<file path="src/rtl/seg7_pkg.sv">
// Shared constants for the seven-segment scan block: glyph codes, segment
// patterns and the load handshake state encoding.
package seg7_pkg;

  localparam int CODE_W = 6;
  localparam int SEG_W  = 7;

  // Hex digits occupy codes 0-15 directly
  localparam logic [CODE_W-1:0] CODE_0     = 6'd0;
  localparam logic [CODE_W-1:0] CODE_1     = 6'd1;
  localparam logic [CODE_W-1:0] CODE_2     = 6'd2;
  localparam logic [CODE_W-1:0] CODE_3     = 6'd3;
  localparam logic [CODE_W-1:0] CODE_4     = 6'd4;
  localparam logic [CODE_W-1:0] CODE_5     = 6'd5;
  localparam logic [CODE_W-1:0] CODE_6     = 6'd6;
  localparam logic [CODE_W-1:0] CODE_7     = 6'd7;
  localparam logic [CODE_W-1:0] CODE_8     = 6'd8;
  localparam logic [CODE_W-1:0] CODE_9     = 6'd9;
  localparam logic [CODE_W-1:0] CODE_A     = 6'd10;
  localparam logic [CODE_W-1:0] CODE_B     = 6'd11;
  localparam logic [CODE_W-1:0] CODE_C     = 6'd12;
  localparam logic [CODE_W-1:0] CODE_D     = 6'd13;
  localparam logic [CODE_W-1:0] CODE_E     = 6'd14;
  localparam logic [CODE_W-1:0] CODE_F     = 6'd15;
  localparam logic [CODE_W-1:0] CODE_R     = 6'd16;
  localparam logic [CODE_W-1:0] CODE_L     = 6'd17;
  localparam logic [CODE_W-1:0] CODE_DASH  = 6'd18;
  localparam logic [CODE_W-1:0] CODE_Q     = 6'd19;
  localparam logic [CODE_W-1:0] CODE_S     = 6'd20;
  localparam logic [CODE_W-1:0] CODE_H     = 6'd21;
  localparam logic [CODE_W-1:0] CODE_T     = 6'd22;
  localparam logic [CODE_W-1:0] CODE_N     = 6'd23;
  localparam logic [CODE_W-1:0] CODE_U     = 6'd24;
  localparam logic [CODE_W-1:0] CODE_G     = 6'd25;
  localparam logic [CODE_W-1:0] CODE_RSVD0 = 6'd26;
  localparam logic [CODE_W-1:0] CODE_BLANK = 6'd63;

  // Segments are active-low, ordered gfedcba
  localparam logic [SEG_W-1:0] SEG_OFF = 7'b1111111;

  typedef enum logic {
    ST_IDLE    = 1'b0,
    ST_PENDING = 1'b1
  } load_state_t;

  function automatic logic code_is_reserved(input logic [CODE_W-1:0] code);
    return (code >= CODE_RSVD0);
  endfunction

endpackage

</file>
<file path="src/rtl/seg7_glyph.sv">
// Combinational glyph decoder: 6-bit display code to active-low gfedcba.
// Reserved codes and anything unmapped decode to all segments off.
module seg7_glyph
  import seg7_pkg::*;
(
  input  logic [CODE_W-1:0] i_code,
  output logic [SEG_W-1:0]  o_seg
);

  always_comb begin
    o_seg = SEG_OFF;
    if (!code_is_reserved(i_code)) begin
      case (i_code)
        CODE_0:    o_seg = 7'b1000000;
        CODE_1:    o_seg = 7'b1111001;
        CODE_2:    o_seg = 7'b0100100;
        CODE_3:    o_seg = 7'b0110000;
        CODE_4:    o_seg = 7'b0011001;
        CODE_5:    o_seg = 7'b0010010;
        CODE_6:    o_seg = 7'b0000010;
        CODE_7:    o_seg = 7'b1111000;
        CODE_8:    o_seg = 7'b0000000;
        CODE_9:    o_seg = 7'b0010000;
        CODE_A:    o_seg = 7'b0001000;
        CODE_B:    o_seg = 7'b0000011;
        CODE_C:    o_seg = 7'b1000110;
        CODE_D:    o_seg = 7'b0100001;
        CODE_E:    o_seg = 7'b0000110;
        CODE_F:    o_seg = 7'b0001110;
        // Letters share hex shapes where the display cannot tell them apart
        CODE_R:    o_seg = 7'b0101111;
        CODE_L:    o_seg = 7'b1000111;
        CODE_DASH: o_seg = 7'b0111111;
        CODE_Q:    o_seg = 7'b0011000;
        CODE_S:    o_seg = 7'b0010010;
        CODE_H:    o_seg = 7'b0001001;
        CODE_T:    o_seg = 7'b0000111;
        CODE_N:    o_seg = 7'b0101011;
        CODE_U:    o_seg = 7'b1100011;
        CODE_G:    o_seg = 7'b0010000;
        default:   o_seg = SEG_OFF;
      endcase
    end
  end

endmodule

</file>
<file path="src/rtl/seg7_scan.sv">
// Multi-digit seven-segment driver: frame load handshake with staging,
// frame-aligned commit, leading-zero blanking, blink and multiplexed scan.
module seg7_scan
  import seg7_pkg::*;
#(
  parameter int NUM_DIGITS = 6,
  parameter int SCAN_DIV   = 50000,
  parameter int BLINK_DIV  = 25000000
) (
  input  logic                         clk,
  input  logic                         reset_n,
  input  logic                         load_valid,
  output logic                         load_ready,
  input  logic [NUM_DIGITS*CODE_W-1:0] load_digits,
  input  logic [NUM_DIGITS-1:0]        load_blink,
  input  logic                         lz_suppress,
  output logic [NUM_DIGITS*SEG_W-1:0]  hex_par,
  output logic [SEG_W-1:0]             scan_seg,
  output logic [NUM_DIGITS-1:0]        scan_an
);

  localparam int IDX_W   = (NUM_DIGITS > 1) ? $clog2(NUM_DIGITS) : 1;
  localparam int PRESC_W = $clog2(SCAN_DIV);
  localparam int BLINK_W = $clog2(BLINK_DIV);

  localparam logic [IDX_W-1:0]   DIG_LAST   = IDX_W'(NUM_DIGITS - 1);
  localparam logic [PRESC_W-1:0] PRESC_LAST = PRESC_W'(SCAN_DIV - 1);
  localparam logic [BLINK_W-1:0] BLINK_LAST = BLINK_W'(BLINK_DIV - 1);

  load_state_t                   r_state;
  logic                          r_load_ready;
  logic [NUM_DIGITS*CODE_W-1:0]  r_stage_codes;
  logic [NUM_DIGITS-1:0]         r_stage_blink;
  logic [NUM_DIGITS*CODE_W-1:0]  r_disp_codes;
  logic [NUM_DIGITS-1:0]         r_disp_blink;

  logic [PRESC_W-1:0]            r_presc;
  logic [IDX_W-1:0]              r_scan_idx;
  logic [BLINK_W-1:0]            r_blink_cnt;
  logic                          r_blink_phase;

  logic [NUM_DIGITS*SEG_W-1:0]   r_hex_par;
  logic [SEG_W-1:0]              r_scan_seg;
  logic [NUM_DIGITS-1:0]         r_scan_an;

  logic                          w_tick;
  logic                          w_frame_tick;
  logic [NUM_DIGITS-1:0]         w_lz_blank;
  logic                          w_lz_run;
  logic [NUM_DIGITS*SEG_W-1:0]   w_hex_next;
  logic [SEG_W-1:0]              w_scan_seg_next;
  logic [NUM_DIGITS-1:0]         w_scan_an_next;

  assign w_tick       = (r_presc == PRESC_LAST);
  assign w_frame_tick = w_tick && (r_scan_idx == DIG_LAST);

  always_ff @(posedge clk or negedge reset_n) begin
    if (!reset_n) begin
      r_presc       <= '0;
      r_scan_idx    <= '0;
      r_blink_cnt   <= '0;
      r_blink_phase <= 1'b0;
    end else begin
      r_presc <= w_tick ? '0 : r_presc + 1'b1;
      if (w_tick) begin
        r_scan_idx <= (r_scan_idx == DIG_LAST) ? '0 : r_scan_idx + 1'b1;
      end
      if (r_blink_cnt == BLINK_LAST) begin
        r_blink_cnt   <= '0;
        r_blink_phase <= ~r_blink_phase;
      end else begin
        r_blink_cnt <= r_blink_cnt + 1'b1;
      end
    end
  end

  // Commit waits for a frame wrap so a new frame never tears mid-scan
  always_ff @(posedge clk or negedge reset_n) begin
    if (!reset_n) begin
      r_state       <= ST_IDLE;
      r_load_ready  <= 1'b0;
      r_stage_codes <= {NUM_DIGITS{CODE_BLANK}};
      r_stage_blink <= '0;
      r_disp_codes  <= {NUM_DIGITS{CODE_BLANK}};
      r_disp_blink  <= '0;
    end else begin
      case (r_state)
        ST_IDLE: begin
          r_load_ready <= 1'b1;
          if (load_valid && r_load_ready) begin
            r_stage_codes <= load_digits;
            r_stage_blink <= load_blink;
            r_load_ready  <= 1'b0;
            r_state       <= ST_PENDING;
          end
        end
        ST_PENDING: begin
          if (w_frame_tick) begin
            r_disp_codes <= r_stage_codes;
            r_disp_blink <= r_stage_blink;
            r_load_ready <= 1'b1;
            r_state      <= ST_IDLE;
          end
        end
        default: begin
          r_state      <= ST_IDLE;
          r_load_ready <= 1'b0;
        end
      endcase
    end
  end

  // Zero run is tracked from the most significant digit down; digit 0 is exempt
  always_comb begin
    w_lz_blank = '0;
    w_lz_run   = lz_suppress;
    for (int i = NUM_DIGITS - 1; i >= 1; i--) begin
      w_lz_run      = w_lz_run & (r_disp_codes[i*CODE_W +: CODE_W] == CODE_0);
      w_lz_blank[i] = w_lz_run;
    end
  end

  for (genvar gi = 0; gi < NUM_DIGITS; gi++) begin : g_digit
    logic [SEG_W-1:0] w_glyph;

    seg7_glyph u_glyph (
      .i_code (r_disp_codes[gi*CODE_W +: CODE_W]),
      .o_seg  (w_glyph)
    );

    assign w_hex_next[gi*SEG_W +: SEG_W] =
      (w_lz_blank[gi] | (r_disp_blink[gi] & r_blink_phase)) ? SEG_OFF : w_glyph;
    assign w_scan_an_next[gi] = (r_scan_idx != IDX_W'(gi));
  end

  always_comb begin
    w_scan_seg_next = SEG_OFF;
    for (int i = 0; i < NUM_DIGITS; i++) begin
      if (r_scan_idx == IDX_W'(i)) begin
        w_scan_seg_next = w_hex_next[i*SEG_W +: SEG_W];
      end
    end
  end

  // Scan select and scanned segments come from the same index, so they stay aligned
  always_ff @(posedge clk or negedge reset_n) begin
    if (!reset_n) begin
      r_hex_par  <= {NUM_DIGITS{SEG_OFF}};
      r_scan_seg <= SEG_OFF;
      r_scan_an  <= '1;
    end else begin
      r_hex_par  <= w_hex_next;
      r_scan_seg <= w_scan_seg_next;
      r_scan_an  <= w_scan_an_next;
    end
  end

  assign load_ready = r_load_ready;
  assign hex_par    = r_hex_par;
  assign scan_seg   = r_scan_seg;
  assign scan_an    = r_scan_an;

endmodule

</file>
<file path="config.mk">
export PLATFORM = sky130hd
export DESIGN_NAME = seg7_scan
export DESIGN_NICKNAME = d
export VERILOG_FILES = /design/src/rtl/seg7_pkg.sv /design/src/rtl/seg7_glyph.sv /design/src/rtl/seg7_scan.sv
export SDC_FILE = /design/constraint.sdc
export NUM_CORES = 1
export LEC_CHECK = 0
export ABC_AREA = 1
export BUFFER_PORTS_ARGS = -buffer_cell sky130_fd_sc_hd__buf_2
export CAP_MARGIN = 20
export CORE_MARGIN = 2
export CORE_UTILIZATION = 63
export CTS_BUF_LIST = sky130_fd_sc_hd__clkbuf_2 sky130_fd_sc_hd__clkbuf_4 sky130_fd_sc_hd__clkbuf_8
export DETAILED_ROUTE_END_ITERATION = 10
export PLACE_DENSITY_LB_ADDON = 0.15
export SYNTH_ARGS = -nofsm -noshare
export SYNTH_HDL_FRONTEND = slang
export SYNTH_HIERARCHICAL = 1
export SYNTH_SLANG_ARGS = --single-unit
</file>
<file path="constraint.sdc">
create_clock -name clk -period 2.53 [get_ports clk]
set_clock_uncertainty 0.2 [all_clocks]
set_input_delay 0.3795 -clock clk [delete_from_list [all_inputs] [get_ports clk]]
set_output_delay 0.3795 -clock clk [all_outputs]
set_load 0.05 [all_outputs]
</file>
==> results of run 1 <==
## logic make-up after synthesis
| family | after synthesis |
|---|---|
| AO/OA/AOI/OAI | 175 |
| XOR/XNOR | 10 |
| AND/OR/NAND/NOR | 838 |
| buffers and inverters | 310 |
| adder cells (fa/ha/maj) | 51 |
| flip-flops | 186 |
## worst register-to-register path: stages (launching register included)
cell	delay, ps
dfstp_2	640
inv_1	140
ha_1	280
nand2_2	90
nand3_2	70
nand2_1	70
nand2_1	50
nand2_1	50
nand2_1	60
or2_2	310
a21oi_1	130
nand2_1	70
nand3_1	70
nand2_1	60
## cell type report
type / instances / area share, %
clock inverter: 14 / 1.22
clock buffer: 18 / 1.82
sequential: 186 / 36.3
inverter: 250 / 7.19
timing repair buffer: 168 / 8.84
multi-input combinational: 1074 / 42.4
tap: 234 / 2.21
## metal layers
| metal | track usage (%) | share of wire [%] | wire length, um |
|---|---|---|---|
| met1 | 37.9 | 46 | 12500 |
| met4 | 11.4 | 3.1 | 839 |
| met2 | 44.0 | 46 | 12400 |
| met5 | 0 | 0 | 0 |
| met3 | 4.22 | 4.8 | 1280 |
## power by group
group	leakage [uW]	switching [uW]	internal [uW]	total, uW
clock	0.000208	1150	919	2070
sequential	0.00208	13.4	3020	3040
combinational	0.00455	202	101	303
## what timing repair did
item / CTS / global route
hold buffers: 43 / 0
setup endpoints to repair: 0 / 5
hold endpoints to repair: 127 / 0
gates resized for setup: 0 / 2
buffers inserted: 0 / 13
## state kept, by name (all words and copies together) (netlist names), 3 cells and up
| signal | flops |
|---|---|
| r_stage_blink | 6 |
| r_blink_cnt | 25 |
| r_stage_codes | 36 |
| scan_seg | 7 |
| scan_an | 6 |
| r_disp_codes | 36 |
| r_scan_idx | 3 |
| hex_par | 42 |
| r_disp_blink | 6 |
| r_presc | 16 |
## worst min path at each step
| stage | slack (ps) | to | depth (start not counted) |
|---|---|---|---|
| floorplan | -120 | load_ready | 0 |
| global placement | 250 | r_presc[0] | 1 |
| detailed placement | 260 | r_presc[0] | 1 |
| CTS | 70 | r_state | 3 |
| global route | 90 | r_state | 3 |
| finish | 80 | r_state | 3 |
## cell usage in the layout (no fill, tap or decap), types with 4 or more instances in the layout
cell type / instances
inv_6: 4
nand4_1: 26
inv_1: 222
nor4_1: 5
nor2_4: 9
nand2_4: 6
inv_4: 7
dfrtp_1: 59
buf_4: 20
o21ai_1: 43
or2_2: 9
ha_1: 51
xor2_1: 9
inv_2: 22
dlygate4sd3_1: 43
dfstp_2: 127
a21oi_1: 38
nand3_1: 165
o21ai_0: 60
clkbuf_8: 17
nor2_2: 12
nand2_1: 439
buf_2: 100
nand2_2: 29
buf_12: 4
a31oi_1: 7
nor2_1: 93
nor3_1: 13
o21ai_2: 22
nand3_2: 14
## per-stage QoR
stage,hold slack (ps),instances
after floorplan,-116,1570
after global routing,87.0,1944
after detailed placement,259,1856
final,78.7,1944
after global placement,250,1856
after CTS,66.0,1931
==> results.ini, run 1 <==
[outcome]
run_status = complete, no violations

[die]
fp-row-count = 50
design.portCount = 102
starting_density_pct = 64.1
die_y_um = 142
dieWidth_um = 142
design.die.area_sq_um = 20100
core_area_sq_um = 18700

[worst_setup_path]
wp_data_required_ps = 2730
cp_num_cells = 13
worst-r2r-setup-slack_ps = 170
r2r-end = scan_seg[5]
number_of_buffer_and_inverter_instances_along_the_worst_setup_path = 1
delay_contributed_by_the_slowest_stage_of_the_critical_path_ps = 640
cp-start-kind = flip-flop
critical_path.cell_chain = inv_1, ha_1, nand2_2, nand3_2, nand2_1, nand2_1, nand2_1, nand2_1, or2_2, a21oi_1, nand2_1, nand3_1, nand2_1
crit_path_start = r_disp_codes[18]
type_of_element_capturing_the_critical_path = flip-flop
crit_fanout = 9
slowest_stage_cell_on_the_critical_path = dfstp_2
crit_type = reg2reg
critPathCapture = scan_seg[5]
critical_path_data_arrival_time_ps = 2560
worst_r2r_startpoint = r_disp_codes[18]
critical_path.top_delay_family = simple AND/OR/NAND/NOR gates
critPathMostFrequentCell = nand2_1
ff2ff_path_depth = 13

[route]
drc = 0
via_count = 10300
drt_iter0_drc = 1041
drtPass1Iterations = 6
drt.antenna.violating_nets = 0
routed_wirelength_um = 26900
route.detailed.wl_per_inst_um = 13.9
drt-vias-per-instance = 5.27

[final_layout]
layout-drive-gt1-share_pct = 24.9
fillerInstances = 1544
register_area_sq_um = 4810
area_growth_pct = 10.6
fin_util_pct = 70.9
final_design_area_no_fill_sq_um = 13300
multiInputGateArea_sq_um = 5630
final_net_count = 1794
n_antenna_cell = 0

[logic_synthesis]
ys.flop_type = dfstp_2
synth_simple_gate_area_share_pct = 32.6
total_nets_after_synthesis = 1667
synth.area.mux_share_pct = 0
synthesis.area_sq_um = 12000
synth_edf_count = 0
synth_seq_area_share_pct = 40.2
syn-mean-instance-area_sq_um = 7.63
syn-instance-count = 1570
post_synth_most_frequent_cells = 439 x nand2_1, 224 x inv_1, 165 x nand3_1
ys_ff_latch = 186
post-synth-top-count-cell = nand2_1
synthAdderAreaFrac_pct = 5.32
synth_area_leaders = dfstp_2 28%, nand2_1 14%, dfrtp_1 12%, inv_1 7.0%, nand3_1 6.9%
synth_warnings = 6
synth.top_cell.area_share_pct = 27.8
dominant_combinational_cell_family_by_area_after_synthesis = simple AND/OR/NAND/NOR gates
compound_gate_fraction_of_synth_area_pct = 8.21
synth.lib_cells_used.distinct = 44
postSynth.asyncResetShare_pct = 100
synth_area_leader_cell = dfstp_2
synth_xor_xnor_area_share_pct = 0.731

[timing]
clock.fmax_ghz = 0.423
min_period_over_period_pct = 93.4
number_of_failing_setup_endpoints_in_the_final_timing_report = 0
post-route-worst-setup-slack_ps = 166
finalCriticalPeriod_ps = 2360
count_of_final_hold_check_violations = 0
max_slew.worst_pin.slew_ps = 563
drv_slew = 0
final.setup.tns_ps = 0
grt_setup_unrepaired = false
max_slew_margin_pct = 62.5

[place]
post-dp-hpwl_um = 19300
port_buffers = 101
detailedPlace.worstSlack_ps = 177
detailed_place.area_sq_um = 12300
globalplace.congestion = 0.940

[cts]
cts-htree-levels = 4
clk_pin_slew_worst_paths_ps = 100
cts_sinks = 186
clock_tree.buffer_depth = 2
tritoncts.num_buffers = 17
cts_tree = built
cts.root.buffer_cell = clkbuf_8
source_to_sink_clock_delay_at_the_later_pin_of_the_worst_skew_pair_ps = 480

[global_routing]
grt_pass1_vias = 9473
largest_net_degree_at_the_start_of_global_routing = 85
wire_length_of_the_first_global_routing_pass_um = 44700
grt_antenna_before_repair = 0
grtUsageTotal_pct = 27.6
grt.overflow.total = 0

[min_path]
hold_path_startpoint = load_valid
worstHoldPathType = in2reg

[power_and_ir_drop]
total_power_uw = 5410
p_per_area_nw_per_um2 = 408
peak_ir_drop_on_the_vdd_network_uv = 349
power.leakage_uw = 0.00683

[run]
max-cap-violations = 0

No activity file was read; power rests on OpenSTA's default activity.
==> inputs of run 2 (changes only) <==
--- a/config.mk
+++ b/config.mk
@@ -8,8 +8,7 @@
 export ABC_AREA = 1
 export BUFFER_PORTS_ARGS = -buffer_cell sky130_fd_sc_hd__buf_2
 export CAP_MARGIN = 20
-export CORE_MARGIN = 2
-export CORE_UTILIZATION = 63
+export CORE_UTILIZATION = 48
 export CTS_BUF_LIST = sky130_fd_sc_hd__clkbuf_2 sky130_fd_sc_hd__clkbuf_4 sky130_fd_sc_hd__clkbuf_8
 export DETAILED_ROUTE_END_ITERATION = 10
 export PLACE_DENSITY_LB_ADDON = 0.15
==> results.ini, run 2 (same netlist as run 1, synthesis figures left out) <==
[die]
design.portCount = 102  ; unchanged
dieWidth_um = 160  ; was 142 um
design.die.area_sq_um = 25600  ; was 20100 sq um
fp-row-count = 57  ; was 50
core_area_sq_um = 24400  ; was 18700 sq um
die_y_um = 160  ; was 142 um
starting_density_pct = 49.1  ; was 64.1%

[worst_setup_path]
critical_path.cell_chain = buf_4, ha_2, nand2_1, nand2_2, inv_2, nor2_1, nand2_1, nand2_1, nand2_1, inv_1, nand3_1, a21oi_1, nand2_1, nand3_1, nand2_1, nand2_1, nand2_1  ; was inv_1, ha_1, nand2_2, nand3_2, nand2_1, nand2_1, nand2_1, nand2_1, or2_2, a21oi_1, nand2_1, nand3_1, nand2_1
crit_fanout = 6  ; was 9
critical_path.top_delay_family = simple AND/OR/NAND/NOR gates  ; unchanged
crit_type = reg2reg  ; unchanged
slowest_stage_cell_on_the_critical_path = dfstp_2  ; unchanged
ff2ff_path_depth = 17  ; was 13
critPathMostFrequentCell = nand2_1  ; unchanged
type_of_element_capturing_the_critical_path = flip-flop  ; unchanged
worst_r2r_startpoint = r_disp_codes[12]  ; was r_disp_codes[18]
r2r-end = scan_seg[1]  ; was scan_seg[5]
wp_data_required_ps = 2740  ; was 2730 ps
worst-r2r-setup-slack_ps = 180  ; was 170 ps
critical_path_data_arrival_time_ps = 2560  ; about the same
delay_contributed_by_the_slowest_stage_of_the_critical_path_ps = 590  ; was 640 ps
number_of_buffer_and_inverter_instances_along_the_worst_setup_path = 3  ; was 1
cp-start-kind = flip-flop  ; unchanged

[cts]
cts_sinks = 186  ; unchanged
tritoncts.num_buffers = 17  ; unchanged
cts_tree = built  ; unchanged
cts-htree-levels = 4  ; unchanged
clock_tree.buffer_depth = 2  ; unchanged
source_to_sink_clock_delay_at_the_later_pin_of_the_worst_skew_pair_ps = 470  ; was 480 ps
clk_pin_slew_worst_paths_ps = 100  ; about the same
cts.root.buffer_cell = clkbuf_8  ; unchanged

[timing]
clock.fmax_ghz = 0.426  ; was 0.423 GHz
post-route-worst-setup-slack_ps = 185  ; was 166 ps
max_slew.worst_pin.slew_ps = 565  ; was 563 ps
finalCriticalPeriod_ps = 2350  ; was 2360 ps
number_of_failing_setup_endpoints_in_the_final_timing_report = 0  ; unchanged
min_period_over_period_pct = 92.7  ; was 93.4%
final.setup.tns_ps = 0  ; unchanged
grt_setup_unrepaired = false  ; unchanged
count_of_final_hold_check_violations = 0  ; unchanged
max_slew_margin_pct = 62.2  ; was 62.5%
drv_slew = 0  ; unchanged

[run]
max-cap-violations = 0  ; unchanged

[min_path]
hold_path_end = r_state  ; unchanged
hold_path_startpoint = load_valid  ; unchanged
hold_depth = 3  ; unchanged
worstHoldPathType = in2reg  ; unchanged

[route]
route.detailed.wl_per_inst_um = 13.9  ; about the same
drtPass1Iterations = 6  ; unchanged
drc = 0  ; unchanged
routed_wirelength_um = 28200  ; was 26900 um
drt-vias-per-instance = 5.01  ; was 5.27
drt_iter0_drc = 718  ; was 1041
drt.antenna.violating_nets = 0  ; unchanged
via_count = 10200  ; was 10300

[global_routing]
grtUsageTotal_pct = 22.9  ; was 27.6%
wire_length_of_the_first_global_routing_pass_um = 47400  ; was 44700 um
grt_antenna_before_repair = 0  ; unchanged
largest_net_degree_at_the_start_of_global_routing = 85  ; unchanged
grt_pass1_vias = 9815  ; was 9473
grt.overflow.total = 0  ; unchanged

[place]
detailedPlace.worstSlack_ps = 162  ; was 177 ps
post-dp-hpwl_um = 21000  ; was 19300 um
port_buffers = 101  ; unchanged
globalplace.congestion = 0.917  ; was 0.940
detailed_place.area_sq_um = 12500  ; was 12300 sq um
number_of_placed_instances_taps_included = 1953  ; was 1856

[final_layout]
final_net_count = 1798  ; was 1794
layout-drive-gt1-share_pct = 25.1  ; was 24.9%
n_antenna_cell = 0  ; unchanged
fin_util_pct = 55.1  ; was 70.9%
area_growth_pct = 12.1  ; was 10.6%
largest_register_ffs = 42  ; unchanged
fillerInstances = 2363  ; was 1544
multiInputGateArea_sq_um = 5630  ; about the same
most-common-layout-cells = 439 x nand2_1, 223 x inv_1, 165 x nand3_1  ; was 439 x nand2_1, 222 x inv_1, 165 x nand3_1
register_area_sq_um = 4820  ; was 4810 sq um
mostFrequentLayoutCell = nand2_1  ; unchanged
finalNonFillerCells = 2038  ; was 1944
final_design_area_no_fill_sq_um = 13400  ; was 13300 sq um

[power_and_ir_drop]
power.leakage_uw = 0.00686  ; was 0.00683 uW
p_per_area_nw_per_um2 = 407  ; was 408 nW/um^2
peak_ir_drop_on_the_vdd_network_uv = 283  ; was 349 uV

[outcome]
run_status = complete, no violations  ; unchanged

-- run 2: cell count changes in the layout (fill, tap and decap cells not counted), sizes merged --
cell / previous run / this run
clkbuf: 18 / 21
inv: 258 / 254
clkinv: 3 / 5
clkinvlp: 1 / 0
buf: 125 / 129
-- run 2: power by group --
part	internal [uW]	switching (uW)
clock	987	1130
combinational	107	210
sequential	3020	12.0
-- run 2: cell type report --
type / instances / share of cell area (%)
flip-flops and latches: 186 / 35.9
repair buffers: 172 / 8.95
clock buffers: 21 / 2.11
well taps: 324 / 3.02
inverters: 250 / 7.10
multi-input cells: 1074 / 42.0
clock inverters: 11 / 1.01
-- run 2: worst register-to-register path, cell delays in order (launching register included) --
cell     delay (ps)
dfstp_2         590
buf_4           140
ha_2            210
nand2_1         120
nand2_2         110
inv_2            50
nor2_1           70
nand2_1          50
nand2_1          50
nand2_1          50
inv_1            50
nand3_1         100
a21oi_1         160
nand2_1         100
nand3_1          70
nand2_1          50
nand2_1          60
nand2_1          50
-- run 2: how the worst max path moves through the flow --
stage / start / endpoint / slack (ps) / cells past startpoint
2_1_floorplan: r_disp_codes[18] / scan_seg[5] / 440 / 13
3_3_place_gp: r_disp_codes[18] / scan_seg[5] / 170 / 13
3_5_place_dp: r_disp_codes[18] / scan_seg[5] / 160 / 13
4_1_cts: r_disp_codes[18] / scan_seg[5] / 130 / 13
5_1_grt: r_disp_codes[13] / scan_seg[4] / 0.8 / 16
6_report: r_disp_codes[12] / scan_seg[1] / 180 / 17
-- run 2: routing by layer --
| layer | global-route usage, % | share of wire [%] | wire length, um |
|---|---|---|---|
| met1 | 30.4 | 46 | 13000 |
| met3 | 4.03 | 5.1 | 1440 |
| met4 | 7.06 | 2.2 | 629 |
| met5 | 0 | 0 | 0 |
| met2 | 38.1 | 47 | 13200 |
-- run 2: repair_timing --
item	4_1_cts	5_1_grt
resized for setup	0	5
hold buffers	43	0
endpoints found under the setup margin	0	7
setup buffers	0	10
endpoints found under the hold margin	78	0
-- run 2: per-stage QoR --
stage               power, uW  hold slack (ps)
floorplan                3200             -116
global placement         3350              186
detailed placement       3360              189
CTS                      5550             44.6
global route             5670             77.7
finish                   5470             59.4
==> inputs of run 3 (changes only) <==
--- a/config.mk
+++ b/config.mk
@@ -8,6 +8,7 @@
 export ABC_AREA = 1
 export BUFFER_PORTS_ARGS = -buffer_cell sky130_fd_sc_hd__buf_2
 export CAP_MARGIN = 20
+export CORE_ASPECT_RATIO = 0.8
 export CORE_UTILIZATION = 48
 export CTS_BUF_LIST = sky130_fd_sc_hd__clkbuf_2 sky130_fd_sc_hd__clkbuf_4 sky130_fd_sc_hd__clkbuf_8
 export DETAILED_ROUTE_END_ITERATION = 10
==> results.ini, run 3 (same netlist as run 1, synthesis figures left out) <==
[route]
drtPass1Iterations = 5  ; was 6
route.detailed.wl_per_inst_um = 13.7  ; was 13.9 um
via_count = 10100  ; was 10200
drc = 0  ; unchanged
drt.antenna.violating_nets = 0  ; unchanged
drt_iter0_drc = 827  ; was 718
routed_wirelength_um = 27900  ; was 28200 um
drt-vias-per-instance = 4.99  ; was 5.01

[cts]
clk_pin_slew_worst_paths_ps = 100  ; about the same
source_to_sink_clock_delay_at_the_later_pin_of_the_worst_skew_pair_ps = 490  ; was 470 ps
cts-htree-levels = 4  ; unchanged
tritoncts.num_buffers = 17  ; unchanged
cts_tree = built  ; unchanged
cts.root.buffer_cell = clkbuf_8  ; unchanged
clock_tree.buffer_depth = 2  ; unchanged
cts_sinks = 186  ; unchanged

[die]
design.die.area_sq_um = 25600  ; about the same
die_y_um = 143  ; was 160 um
design.portCount = 102  ; unchanged
core_area_sq_um = 24400  ; about the same
fp-row-count = 51  ; was 57
starting_density_pct = 49.0  ; was 49.1%
dieWidth_um = 179  ; was 160 um

[timing]
count_of_final_hold_check_violations = 0  ; unchanged
number_of_failing_setup_endpoints_in_the_final_timing_report = 0  ; unchanged
min_period_over_period_pct = 92.1  ; was 92.7%
finalCriticalPeriod_ps = 2330  ; was 2350 ps
final.setup.tns_ps = 0  ; unchanged
drv_slew = 0  ; unchanged
clock.fmax_ghz = 0.429  ; was 0.426 GHz
max_slew_margin_pct = 61.0  ; was 62.2%
grt_setup_unrepaired = false  ; unchanged
max_slew.worst_pin.slew_ps = 586  ; was 565 ps

[place]
number_of_placed_instances_taps_included = 1947  ; was 1953
post-dp-hpwl_um = 20400  ; was 21000 um
port_buffers = 101  ; unchanged
globalplace.congestion = 0.893  ; was 0.917

[global_routing]
largest_net_degree_at_the_start_of_global_routing = 67  ; was 85
grt_busiest_layer = met2  ; unchanged
gr-usage-met1_pct = 33.1  ; was 30.4%
wire_length_of_the_first_global_routing_pass_um = 46100  ; was 47400 um
grtUsageTotal_pct = 22.8  ; was 22.9%
globalRouteMet2Util_pct = 35.0  ; was 38.1%
grt.overflow.total = 0  ; unchanged
grt_pass1_vias = 9235  ; was 9815
grt_antenna_before_repair = 0  ; unchanged
met3_usage_pct = 3.70  ; was 4.03%

[worst_setup_path]
crit_path_start = r_disp_codes[6]  ; was r_disp_codes[12]
crit_type = reg2reg  ; unchanged
critical_path_data_arrival_time_ps = 2560  ; about the same
cp-start-kind = flip-flop  ; unchanged
delay_contributed_by_the_slowest_stage_of_the_critical_path_ps = 600  ; was 590 ps
critPathMostFrequentCell = nand2_1  ; unchanged
critical_path.cell_chain = buf_12, ha_1, nand2_1, nand2_2, inv_2, nor2_1, nand2_1, nand2_1, nand2_1, inv_1, nand4_1, nand2_1, nand2_1, nand3_1, nand2_1, nand2_1, nand2_1  ; was buf_4, ha_2, nand2_1, nand2_2, inv_2, nor2_1, nand2_1, nand2_1, nand2_1, inv_1, nand3_1, a21oi_1, nand2_1, nand3_1, nand2_1, nand2_1, nand2_1
type_of_element_capturing_the_critical_path = flip-flop  ; unchanged
r2r-end = scan_seg[1]  ; unchanged
worst_r2r_startpoint = r_disp_codes[6]  ; was r_disp_codes[12]
wp_data_required_ps = 2760  ; was 2740 ps
slowest_stage_cell_on_the_critical_path = dfstp_2  ; unchanged
worst-r2r-setup-slack_ps = 200  ; was 180 ps
ff2ff_path_depth = 17  ; unchanged
crit_fanout = 6  ; unchanged

[run]
max-cap-violations = 0  ; unchanged

[final_layout]
finalNonFillerCells = 2030  ; was 2038
fillerInstances = 2350  ; was 2363
most-common-layout-cells = 439 x nand2_1, 222 x inv_1, 165 x nand3_1  ; was 439 x nand2_1, 223 x inv_1, 165 x nand3_1
layout-drive-gt1-share_pct = 25.1  ; about the same
largest_register_ffs = 42  ; unchanged
final_net_count = 1796  ; was 1798
mostFrequentLayoutCell = nand2_1  ; unchanged
n_antenna_cell = 0  ; unchanged
area_growth_pct = 11.5  ; was 12.1%

[min_path]
hold_depth = 3  ; unchanged
hold_path_end = r_state  ; unchanged
worstHoldPathType = in2reg  ; unchanged
hold_path_startpoint = load_valid  ; unchanged

[power_and_ir_drop]
peak_ir_drop_on_the_vdd_network_uv = 280  ; was 283 uV
total_power_uw = 5240  ; was 5470 uW
power.sequential.fraction_pct = 58.0  ; was 55.5%
power.leakage_uw = 0.00681  ; was 0.00686 uW
switching_share_pct = 26.7  ; was 24.7%
p_per_area_nw_per_um2 = 392  ; was 407 nW/um^2
clock_power_share_pct = 36.1  ; was 38.7%
power_frac_comb_pct = 5.9  ; was 5.8%
net-switching-power_uw = 1400  ; was 1350 uW
power_report.internal_total_uw = 3840  ; was 4120 uW

[outcome]
run_status = complete, no violations  ; unchanged

[run 3: critical path: cells and delay by family (launching register included)]
kind,cells,cell delay (ps)
buf+inv,3,230
fa+ha+maj,1,230
flops,1,600
simple gates,13,1010
[run 3: area by class of cell]
type	count	area, sq um	area share, %
Multi-Input combinational cell	1074	5630	42.1
Sequential cell	186	4810	36.0
Clock inverter	15	134	1.00
Timing Repair Buffer	170	1200	9.00
Inverter	250	953	7.13
Clock buffer	17	234	1.75
Tap cell	318	398	2.98
[run 3: worst max-delay path by stage]
| stage | to | slack (ps) | depth (start not counted) |
|---|---|---|---|
| 5_1_grt | scan_seg[6] | 1 | 15 |
| 4_1_cts | scan_seg[2] | 50 | 16 |
| 3_5_place_dp | scan_seg[6] | 80 | 16 |
| 3_3_place_gp | scan_seg[6] | 70 | 16 |
| 2_1_floorplan | scan_seg[5] | 440 | 13 |
| 6_report | scan_seg[1] | 200 | 17 |
[run 3: repair_timing]
| action | 4_1_cts | 5_1_grt |
|---|---|---|
| hold endpoints to repair | 60 | 0 |
| resized for setup | 0 | 4 |
| hold buffers | 43 | 0 |
| buffers inserted | 0 | 8 |
| endpoints found under the setup margin | 0 | 7 |
[run 3: power by group through the flow]
stage	Clock [uW]	Sequential (uW)	Combinational (uW)
after global routing	2070	3040	337
after floorplan	0	3170	28.2
after CTS	1980	3040	313
after detailed placement	0	3090	263
final	1890	3040	310
after global placement	0	3090	262
[run 3: metal layers]
layer,wire length [um],share of wire (%)
met2,12300,44
met1,14000,50
met3,1050,3.8
met4,495,1.8
met5,0,0
[run 3: stage by stage]
stage | setup WS [ps] | area (sq um) | hold WS (ps) | util (%)
final | 200 | 13400 | 48.7 | 54.7
after global routing | 1.46 | 13400 | 22.6 | 54.7
after CTS | 45.3 | 13300 | 10.6 | 54.4
after detailed placement | 81.2 | 12500 | 228 | 51.1
after global placement | 66.2 | 12500 | 224 | 51.1
after floorplan | 443 | 12000 | -116 | -
